$ cat config.mk
export PLATFORM = sky130hd
export DESIGN_NAME = mot_tree_adder_pipe
export DESIGN_NICKNAME = d
export VERILOG_FILES = /design/src/rtl/mot_adder_pkg.sv /design/src/rtl/mot_tree_level.sv /design/src/rtl/mot_tree_adder_pipe.sv
export SDC_FILE = /design/constraint.sdc
export NUM_CORES = 1
export LEC_CHECK = 0
export ABC_CLOCK_PERIOD_IN_PS = 9600
export CAP_MARGIN = 20
export CORE_MARGIN = 2
export CORE_UTILIZATION = 51
export CTS_CLUSTER_SIZE = 10
export DETAILED_ROUTE_END_ITERATION = 7
export GPL_TIMING_DRIVEN = 0
export PLACE_DENSITY = 0.8
export SKIP_LAST_GASP = 1
export SYNTH_ARGS = -nofsm -noshare
export SYNTH_HDL_FRONTEND = slang
export SYNTH_SLANG_ARGS = --single-unit
$ cat constraint.sdc
create_clock -name clk -period 9.6 [get_ports clk]
set_clock_uncertainty 0.15 [all_clocks]
set_input_delay 1.44 -clock clk [delete_from_list [all_inputs] [get_ports clk]]
set_output_delay 1.44 -clock clk [all_outputs]
set_load 0.03 [all_outputs]
$ cat src/rtl/mot_adder_pkg.sv
// mot_adder_pkg
//   Shared constants and helpers for the pipelined multi-operand tree adder.
//   - DEF_W / DEF_M  : default operand width and operand count
//   - MODE_*         : encoding of the per-transaction signed/unsigned bit
//   - sum_width()    : full-precision result width, W + clog2(M)
//   - stage_off()    : bit offset of a pipeline stage in the flattened stage bus
package mot_adder_pkg;

    localparam int   DEF_W         = 16;
    localparam int   DEF_M         = 8;

    localparam logic MODE_UNSIGNED = 1'b0;
    localparam logic MODE_SIGNED   = 1'b1;

    function automatic int sum_width(input int w, input int m);
        return w + $clog2(m);
    endfunction

    // Stage j carries (m >> j) partial sums of (w + j) bits each; stages are
    // packed back to back starting with stage 1 at offset 0.
    function automatic int stage_off(input int w, input int m, input int k);
        int off;
        off = 0;
        for (int j = 1; j < k; j++) begin
            off += (m >> j) * (w + j);
        end
        return off;
    endfunction

endpackage

$ cat src/rtl/mot_tree_level.sv
// mot_tree_level
//   One combinational level of the adder tree: P ripple-carry adders, each
//   summing an adjacent pair of IW-bit words into an (IW+1)-bit word.
//   Ports:
//     i_ops  [2*P*IW-1:0]   input words, word n = i_ops[n*IW +: IW]
//     i_mode                MODE_SIGNED: sign-extend inputs, else zero-extend
//     o_sums [P*(IW+1)-1:0] pair sums, sum p = words 2p + 2p+1
module mot_tree_level
    import mot_adder_pkg::*;
#(
    parameter int IW = 16,
    parameter int P  = 4
) (
    input  logic [2*P*IW-1:0]   i_ops,
    input  logic                i_mode,
    output logic [P*(IW+1)-1:0] o_sums
);

    localparam int OW = IW + 1;

    logic w_sext;
    assign w_sext = (i_mode == MODE_SIGNED);

    for (genvar p = 0; p < P; p++) begin : g_pair
        logic [IW-1:0] w_a;
        logic [IW-1:0] w_b;
        logic [OW-1:0] w_a_ext;
        logic [OW-1:0] w_b_ext;
        logic [OW-1:0] w_s;
        logic [OW-1:0] w_c;

        assign w_a     = i_ops[(2*p)*IW +: IW];
        assign w_b     = i_ops[(2*p+1)*IW +: IW];
        assign w_a_ext = {w_sext & w_a[IW-1], w_a};
        assign w_b_ext = {w_sext & w_b[IW-1], w_b};

        // The extra bit makes the pair sum exact, so the final carry is
        // never needed and is not generated.
        assign w_c[0] = 1'b0;
        for (genvar b = 0; b < OW; b++) begin : g_bit
            assign w_s[b] = w_a_ext[b] ^ w_b_ext[b] ^ w_c[b];
            if (b < OW - 1) begin : g_carry
                assign w_c[b+1] = (w_a_ext[b] & w_b_ext[b])
                                | (w_c[b] & (w_a_ext[b] ^ w_b_ext[b]));
            end
        end

        assign o_sums[p*OW +: OW] = w_s;
    end

endmodule

$ cat src/rtl/mot_tree_adder_pipe.sv
// mot_tree_adder_pipe
//   Pipelined binary tree adder: sums M operands of W bits per transaction,
//   one register stage after every tree level, valid/ready on both sides.
//   Ports:
//     clk, rst            clock; synchronous active-high reset
//     in_valid/in_ready   input handshake
//     in_ops [M*W-1:0]    operand j = in_ops[j*W +: W]
//     in_signed           1: two's complement operands, 0: unsigned
//     out_valid/out_ready output handshake
//     out_sum [W+L-1:0]   exact sum
//     out_signed          mode bit of the transaction on out_sum
module mot_tree_adder_pipe
    import mot_adder_pkg::*;
#(
    parameter int W = DEF_W,
    parameter int M = DEF_M,
    parameter int L = $clog2(M)
) (
    input  logic             clk,
    input  logic             rst,
    input  logic             in_valid,
    output logic             in_ready,
    input  logic [M*W-1:0]   in_ops,
    input  logic             in_signed,
    output logic             out_valid,
    input  logic             out_ready,
    output logic [W+L-1:0]   out_sum,
    output logic             out_signed
);

    localparam int SW  = sum_width(W, M);
    localparam int TOT = stage_off(W, M, L + 1);

    logic [L:1]     w_vld;
    logic [L:1]     w_sgn;
    logic [L:1]     w_rdy;
    logic [TOT-1:0] w_stage_q;

    for (genvar k = 1; k <= L; k++) begin : g_stage
        localparam int IW  = W + k - 1;
        localparam int P   = M >> k;
        localparam int OW  = W + k;
        localparam int OFF = stage_off(W, M, k);

        logic [2*P*IW-1:0] w_in;
        logic              w_mode;
        logic              w_vld_in;
        logic [P*OW-1:0]   w_sum;
        logic [P*OW-1:0]   r_data;
        logic              r_vld;
        logic              r_sgn;

        if (k == 1) begin : g_first
            assign w_in     = in_ops;
            assign w_mode   = in_signed;
            assign w_vld_in = in_valid;
        end else begin : g_next
            assign w_in     = w_stage_q[stage_off(W, M, k - 1) +: 2*P*IW];
            assign w_mode   = w_sgn[k-1];
            assign w_vld_in = w_vld[k-1];
        end

        mot_tree_level #(
            .IW (IW),
            .P  (P)
        ) u_level (
            .i_ops  (w_in),
            .i_mode (w_mode),
            .o_sums (w_sum)
        );

        // Unrolled ready chain: stage k may load if the output side takes a
        // word, or if any stage from k to the output holds a bubble.
        assign w_rdy[k] = out_ready || !(&w_vld[L:k]);

        always_ff @(posedge clk) begin
            if (rst) begin
                r_data <= '0;
                r_vld  <= 1'b0;
                r_sgn  <= MODE_UNSIGNED;
            end else if (w_rdy[k]) begin
                r_data <= w_sum;
                r_vld  <= w_vld_in;
                r_sgn  <= w_mode;
            end
        end

        assign w_stage_q[OFF +: P*OW] = r_data;
        assign w_vld[k]               = r_vld;
        assign w_sgn[k]               = r_sgn;
    end

    assign in_ready   = w_rdy[1];
    assign out_valid  = w_vld[L];
    assign out_signed = w_sgn[L];
    assign out_sum    = w_stage_q[stage_off(W, M, L) +: SW];

endmodule
==> qor.txt, run 1 <==
Status: finished clean
Startpoint Class: input port
First-pass GRT wire length: 28.2 mm
Non-filler cells, final: 1070
Syn_area_per_cell: 9.84 um^2
WL/cell: 16.3 um
Total CTS buffers: 17
DP Wirelength: 13.1 mm
Tmin final: 8230 ps
R2R Setup Slk: 1930 ps
Setup bufs post-CTS: 0
Final wirelength: 17.5 mm
Number of setup violations in the final report: 0
Peak Freq: 121 MHz
Share of cells above drive strength 1: 6.26%
GRT Residual Overflow: 0
Multi-input logic area: 4090 um^2
Fin. Hold Viols: 0
Seq/Total Area, Yosys: 37.0%
Crit Path Max Fanout: 2
Die Wd: 121 um
Slew at the pin closest to its max-slew limit: 645 ps
Initial Util: 52.5%
Tcrit/Tclk final: 85.8%
GR Util All Layers: 25.2%
Critical path startpoint: in_ops[64]
Setup CP Type: input port to register
Worst skew pair latency: 420 ps
Commonest non-fill, non-tap cell in the layout: nand2_1
RSZ-0062 raised after global routing: false
Most frequent cells in the layout: 226 x nand2_1, 153 x clkdlybuf4s50_1, 129 x dfxtp_1
Core box area: 13300 um^2
Io pins: 155
CTS tree: built
VDD IR max: 0.000181 V
Die height: 121 um
I/O Buffers: 153
Inst Count DP: 1039
FP Rows: 42
Net count, final: 1131
Pin count of the biggest net entering global routing: 17
Cts hold-fix bufs: 0
Setup TNS: 0 ps
Drt pass-1 iters: 7
Worst-path clk slew: 60 ps
DR vias: 5638
Sequential cell area: 2580 um^2
Fillers: 970
DRT iter0 DRCs: 363
HP Class: register to register
Yosys cell types: 28
Post-DRT Antenna Nets: 0
Leak pwr: 3.92 nW
Vias in the first global route: 5882
Gpl congestion: 0.830
Syn-to-layout area delta: 34.2%
Die Area: 14600 um^2
Worst reg2reg startpoint: g_stage[2].r_data[0]
PwrDens: 195 nW/um^2
Post-Syn Nets: 959
Worst Reg-to-Reg Cells: 24
# clock sinks: 129
Antenna diodes: 0
Slew margin rel.: 57.0%
WP data required: 9770 ps
Hold WS: 301 ps
CP Capture Type: register
YS warnings: 0
Fin. max-slew vios: 0
CTS root buffer: clkbuf_16
Remaining DRCs: 0
Vias per cell: 5.27
CTS H-tree depth: 4
Critical Path End: g_stage[1].r_data[50]
CTS Buffer Depth: 2
R2R Path End: out_sum[18]
Initial antenna violation count: 0
Gates resized, CTS repair: 0
Netlist Area Pre-Place: 6980 um^2
Post-synthesis register bit count: 129
Maxcap violations: 0
Critical path data arrival time: 8410 ps
Post-Syn Instances: 710
[state kept, by name, indices dropped and copies added (netlist names)]
name,flops
g_stage.r_data,104
out_valid,1
g_stage.r_vld,2
g_stage.r_sgn,2
out_signed,1
out_sum,19
[where the power goes]
part / internal (mW) / switching (mW)
clock: 0.448 / 0.243
sequential: 0.625 / 0.0754
combinational: 0.216 / 0.223
total: 1.29 / 0.541
[metrics by stage]
step / total power [mW] / utilization, % / worst slack, ps / area (um^2)
after global placement: 1.12 / 65.7 / 1020 / 8740
final: 1.83 / 70.5 / 1370 / 9370
after floorplan: 0.939 / - / 1700 / 6980
after CTS: 1.83 / 70.5 / 1360 / 9370
after global routing: 1.93 / 70.5 / 1150 / 9370
after detailed placement: 1.14 / 65.7 / 931 / 8740
[cell type report]
class	count	share of cell area, %
clock buffers	19	4.83
inverters	24	0.961
flip-flops and latches	129	27.6
clock inverters	12	1.95
plain buffers	43	2.40
repair buffers	153	16.3
multi-input cells	514	43.6
well taps	176	2.35
[synthesized netlist by cell type (all sizes together)]
cell	number	area (um^2)
and4	6	55.1
a2111o	1	11.3
a21oi	113	566
nor2	18	67.6
nand4	1	6.26
nor2b	2	12.5
inv	24	90.1
fa	109	2180
nand2b	1	6.26
dfxtp	129	2580
nand2	226	848
ha	7	87.6
xor2	7	61.3
nand3	1	5.00
buf	22	146
a211oi	12	100
nand3b	2	15.0
clkbuf	21	78.8
nor4	6	43.8
and3b	1	8.76
and4b	1	10.0
[critical path, cell delays in order]
cell and delay (ps):
clkdlybuf4s50_1 400, ha_1 210, fa_1 390, fa_1 390, fa_1 390, fa_1 390
fa_1 390, fa_1 410, fa_1 390, fa_1 390, fa_1 390, fa_1 390
fa_1 400, fa_1 390, fa_1 390, fa_1 410, fa_1 420, and4_1 200
nor4_1 210
[per-layer routing]
| layer | up-vias | track usage [%] | wire length [um] |
|---|---|---|---|
| met5 | - | 0 | 0 |
| met4 | 0 | 8.58 | 384 |
| met3 | 33 | 5.12 | 1190 |
| met2 | 229 | 44.6 | 9110 |
| met1 | 2761 | 30.6 | 6770 |
| li1 | 2615 | - | - |
[worst min-delay path by stage]
stage                                from                    end  slack [ps]  cells past startpoint
floorplan           g_stage[1].r_data[18]  g_stage[1].r_data[18]         280                      2
global placement               out_sum[9]             out_sum[9]         290                      2
detailed placement             out_sum[9]             out_sum[9]         300                      2
CTS                            out_sum[9]             out_sum[9]         300                      2
global route                   out_sum[4]             out_sum[4]         320                      2
finish                         out_sum[9]             out_sum[9]         300                      2
[cell families after synthesis]
group	count (synthesis)	share of synthesized area, %
fa+ha+maj	116	32.5
simple gates	265	15.4
compound gates	126	9.69
buf+inv	67	4.51
xor+xnor	7	0.878
flops	129	37.0
(Power assumes the default switching activity.)
==> inputs of run 2 (changes only) <==
--- a/config.mk
+++ b/config.mk
@@ -8,11 +8,12 @@
 export ABC_CLOCK_PERIOD_IN_PS = 9600
 export CAP_MARGIN = 20
 export CORE_MARGIN = 2
-export CORE_UTILIZATION = 51
+export CORE_UTILIZATION = 64
 export CTS_CLUSTER_SIZE = 10
 export DETAILED_ROUTE_END_ITERATION = 7
+export DONT_BUFFER_PORTS = 1
 export GPL_TIMING_DRIVEN = 0
-export PLACE_DENSITY = 0.8
+export PLACE_DENSITY = 0.85
 export SKIP_LAST_GASP = 1
 export SYNTH_ARGS = -nofsm -noshare
 export SYNTH_HDL_FRONTEND = slang
==> run 2 against run 1 <==
Largest cell class unchanged. Via count is 8.4% lower. Hold slack better by 6.5 ps. Clock-buffer cell count fell by 1. Clock power is 14% lower. Non-clock buffer count fell by 153. Critical endpoint is now out_sum[18]. Total power decreased by 10%. Register-to-register slack got worse by 120 ps. Cell count fell by 18%. Largest power group unchanged. Global-route usage increased by 5.2 points.
==> qor.txt, run 2 (synthesis results as in run 1) <==
Inst Count DP: 850 (-18%)
Largest stage delay, worst path: 450 ps (+30 ps)
Share of cells above drive strength 1: 7.56% (+1.3 points)
Top reg by flops: g_stage.r_data
Post-DRT Antenna Nets: 0 (unchanged)
Die height: 108 um (-10%)
Startpoint Class: register
Die Area: 11800 um^2 (-20%)
DR vias: 5165 (-8.4%)
Status: finished clean
Die Wd: 108 um (-10%)
Commonest non-fill, non-tap cell in the layout: nand2_1
Critical path data arrival time: 8050 ps (-360 ps)
CP most frequent cell: fa_1
Slew at the pin closest to its max-slew limit: 613 ps (-32.5 ps)
Cts hold-fix bufs: 0 (unchanged)
Net count, final: 978 (-14%)
I/O Buffers: 0 (-100%)
Io pins: 155 (unchanged)
Remaining DRCs: 0 (unchanged)
Final wirelength: 16.9 mm (-3.5%)
Setup CP Type: register to register
WP data required: 9860 ps (+90 ps)
GRT Residual Overflow: 0 (unchanged)
VDD IR max: 0.000135 V (-26%)
Crit path max-delay family: adder cells
Crit-path cells: ha_1 > inv_1 > fa_1 > inv_1 > fa_1 > fa_1 > fa_1 > fa_1 > fa_1 > fa_1 > fa_1 > fa_1 > fa_1 > fa_1 > fa_1 > fa_1 > fa_1 > inv_1 > fa_1 > inv_1 > fa_1 > fa_1 > and4_1 > nor4_1
Setup bufs post-CTS: 0 (unchanged)
CP Capture Type: register
Worst-path clk slew: 60 ps (about the same)
HP Class: register to register
Crit Path Max Fanout: 2 (unchanged)
Post-route setup slack: 1810 ps (+442 ps)
Vias in the first global route: 5428 (-7.7%)
Core box area: 10700 um^2 (-19%)
CTS H-tree depth: 4 (unchanged)
Fillers: 752 (-22%)
Slowest cell on the critical path: fa_1
Syn-to-layout area delta: 10.3%
WL/cell: 19.1 um (+17%)
Most frequent cells in the layout: 226 x nand2_1, 129 x dfxtp_1, 113 x a21oi_1
CTS tree: built
Worst skew pair latency: 530 ps (+110 ps)
Tcrit/Tclk final: 81.1% (-4.6 points)
Setup TNS: 0 ps (unchanged)
GR Util All Layers: 30.4% (+5.2 points)
Maxcap violations: 0 (unchanged)
DP Worst Slack: 1310 ps (+374 ps)
Tmin final: 7790 ps (-442 ps)
DRT iter0 DRCs: 488 (+34%)
Fin. Hold Viols: 0 (unchanged)
Antenna diodes: 0 (unchanged)
Fin. max-slew vios: 0 (unchanged)
Total CTS buffers: 17 (unchanged)
# clock sinks: 129 (unchanged)
DP Wirelength: 12.3 mm (-6.6%)
Drt pass-1 iters: 6 (-1)
Gpl congestion: 0.891 (+7.4%)
FP Rows: 38 (-9.5%)
Non-filler cells, final: 881 (-18%)
Vias per cell: 5.86 (+11%)
Gates resized, CTS repair: 0 (unchanged)
CTS root buffer: clkbuf_8
RSZ-0062 raised after global routing: false
Worst path bufs/invs: 4 (+3)
Number of setup violations in the final report: 0 (unchanged)
Initial antenna violation count: 0 (unchanged)
Largest register FFs: 104 (unchanged)
Initial Util: 65.0% (+12 points)
Peak Freq: 128 MHz (+5.7%)
First-pass GRT wire length: 26.5 mm (-5.8%)
Leak pwr: 3.29 nW (-16%)
Slew margin rel.: 59.2% (+2.2 points)
CTS Buffer Depth: 2 (unchanged)
Pin count of the biggest net entering global routing: 17 (unchanged)
PwrDens: 213 nW/um^2 (+9.0%)
==> run 2: final cells by class <==
| cell class | instances | area (um^2) | area share [%] |
|---|---|---|---|
| Tap cell | 140 | 175 | 2.27 |
| Clock inverter | 13 | 115 | 1.49 |
| Buffer | 43 | 225 | 2.92 |
| Clock buffer | 18 | 428 | 5.56 |
| Sequential cell | 129 | 2580 | 33.5 |
| Inverter | 24 | 90.1 | 1.17 |
| Multi-Input combinational cell | 514 | 4090 | 53.1 |
==> run 2: through the flow <==
step / util (%) / instance area [um^2] / hold slack (ps) / total power, mW
finish: 71.7 / 7700 / 307 / 1.64
CTS: 71.7 / 7700 / 311 / 1.63
detailed placement: 66.6 / 7160 / 300 / 1.04
global placement: 66.6 / 7160 / 292 / 1.02
floorplan: - / 6980 / 282 / 0.939
global route: 71.7 / 7700 / 333 / 1.72
==> run 2: worst paths after layout <==
path / from / endpoint / slack, ps / depth (start not counted)
min: g_stage[1].r_data[32] / g_stage[1].r_data[32] / 310 / 2
max reg2reg: g_stage[2].r_data[0] / out_sum[18] / 1810 / 24
min reg2reg: g_stage[1].r_data[32] / g_stage[1].r_data[32] / 310 / 2
max: g_stage[2].r_data[0] / out_sum[18] / 1810 / 24
==> run 2: report_power, final <==
part / switching [mW] / internal (mW) / leakage (nW)
logic: 0.167 / 0.139 / 1.96
registers: 0.117 / 0.625 / 1.07
clock network: 0.244 / 0.348 / 0.259
total: 0.527 / 1.11 / 3.29
==> run 2: per-layer routing <==
| metal | GRT usage, % | routed length (um) | vias up | part of all wire (%) |
|---|---|---|---|---|
| li1 | - | - | 2310 | - |
| met1 | 35.1 | 6150 | 2505 | 36 |
| met2 | 53.0 | 8660 | 285 | 51 |
| met3 | 6.75 | 1360 | 65 | 8.1 |
| met4 | 15.6 | 680 | 0 | 4.0 |
| met5 | 0 | 0 | - | 0 |
==> run 2: tightest hold or removal path, cell delays in order, from the launching register on <==
cell and delay [ps]:
dfxtp_1 310, nand2_1 50, a21oi_1 50
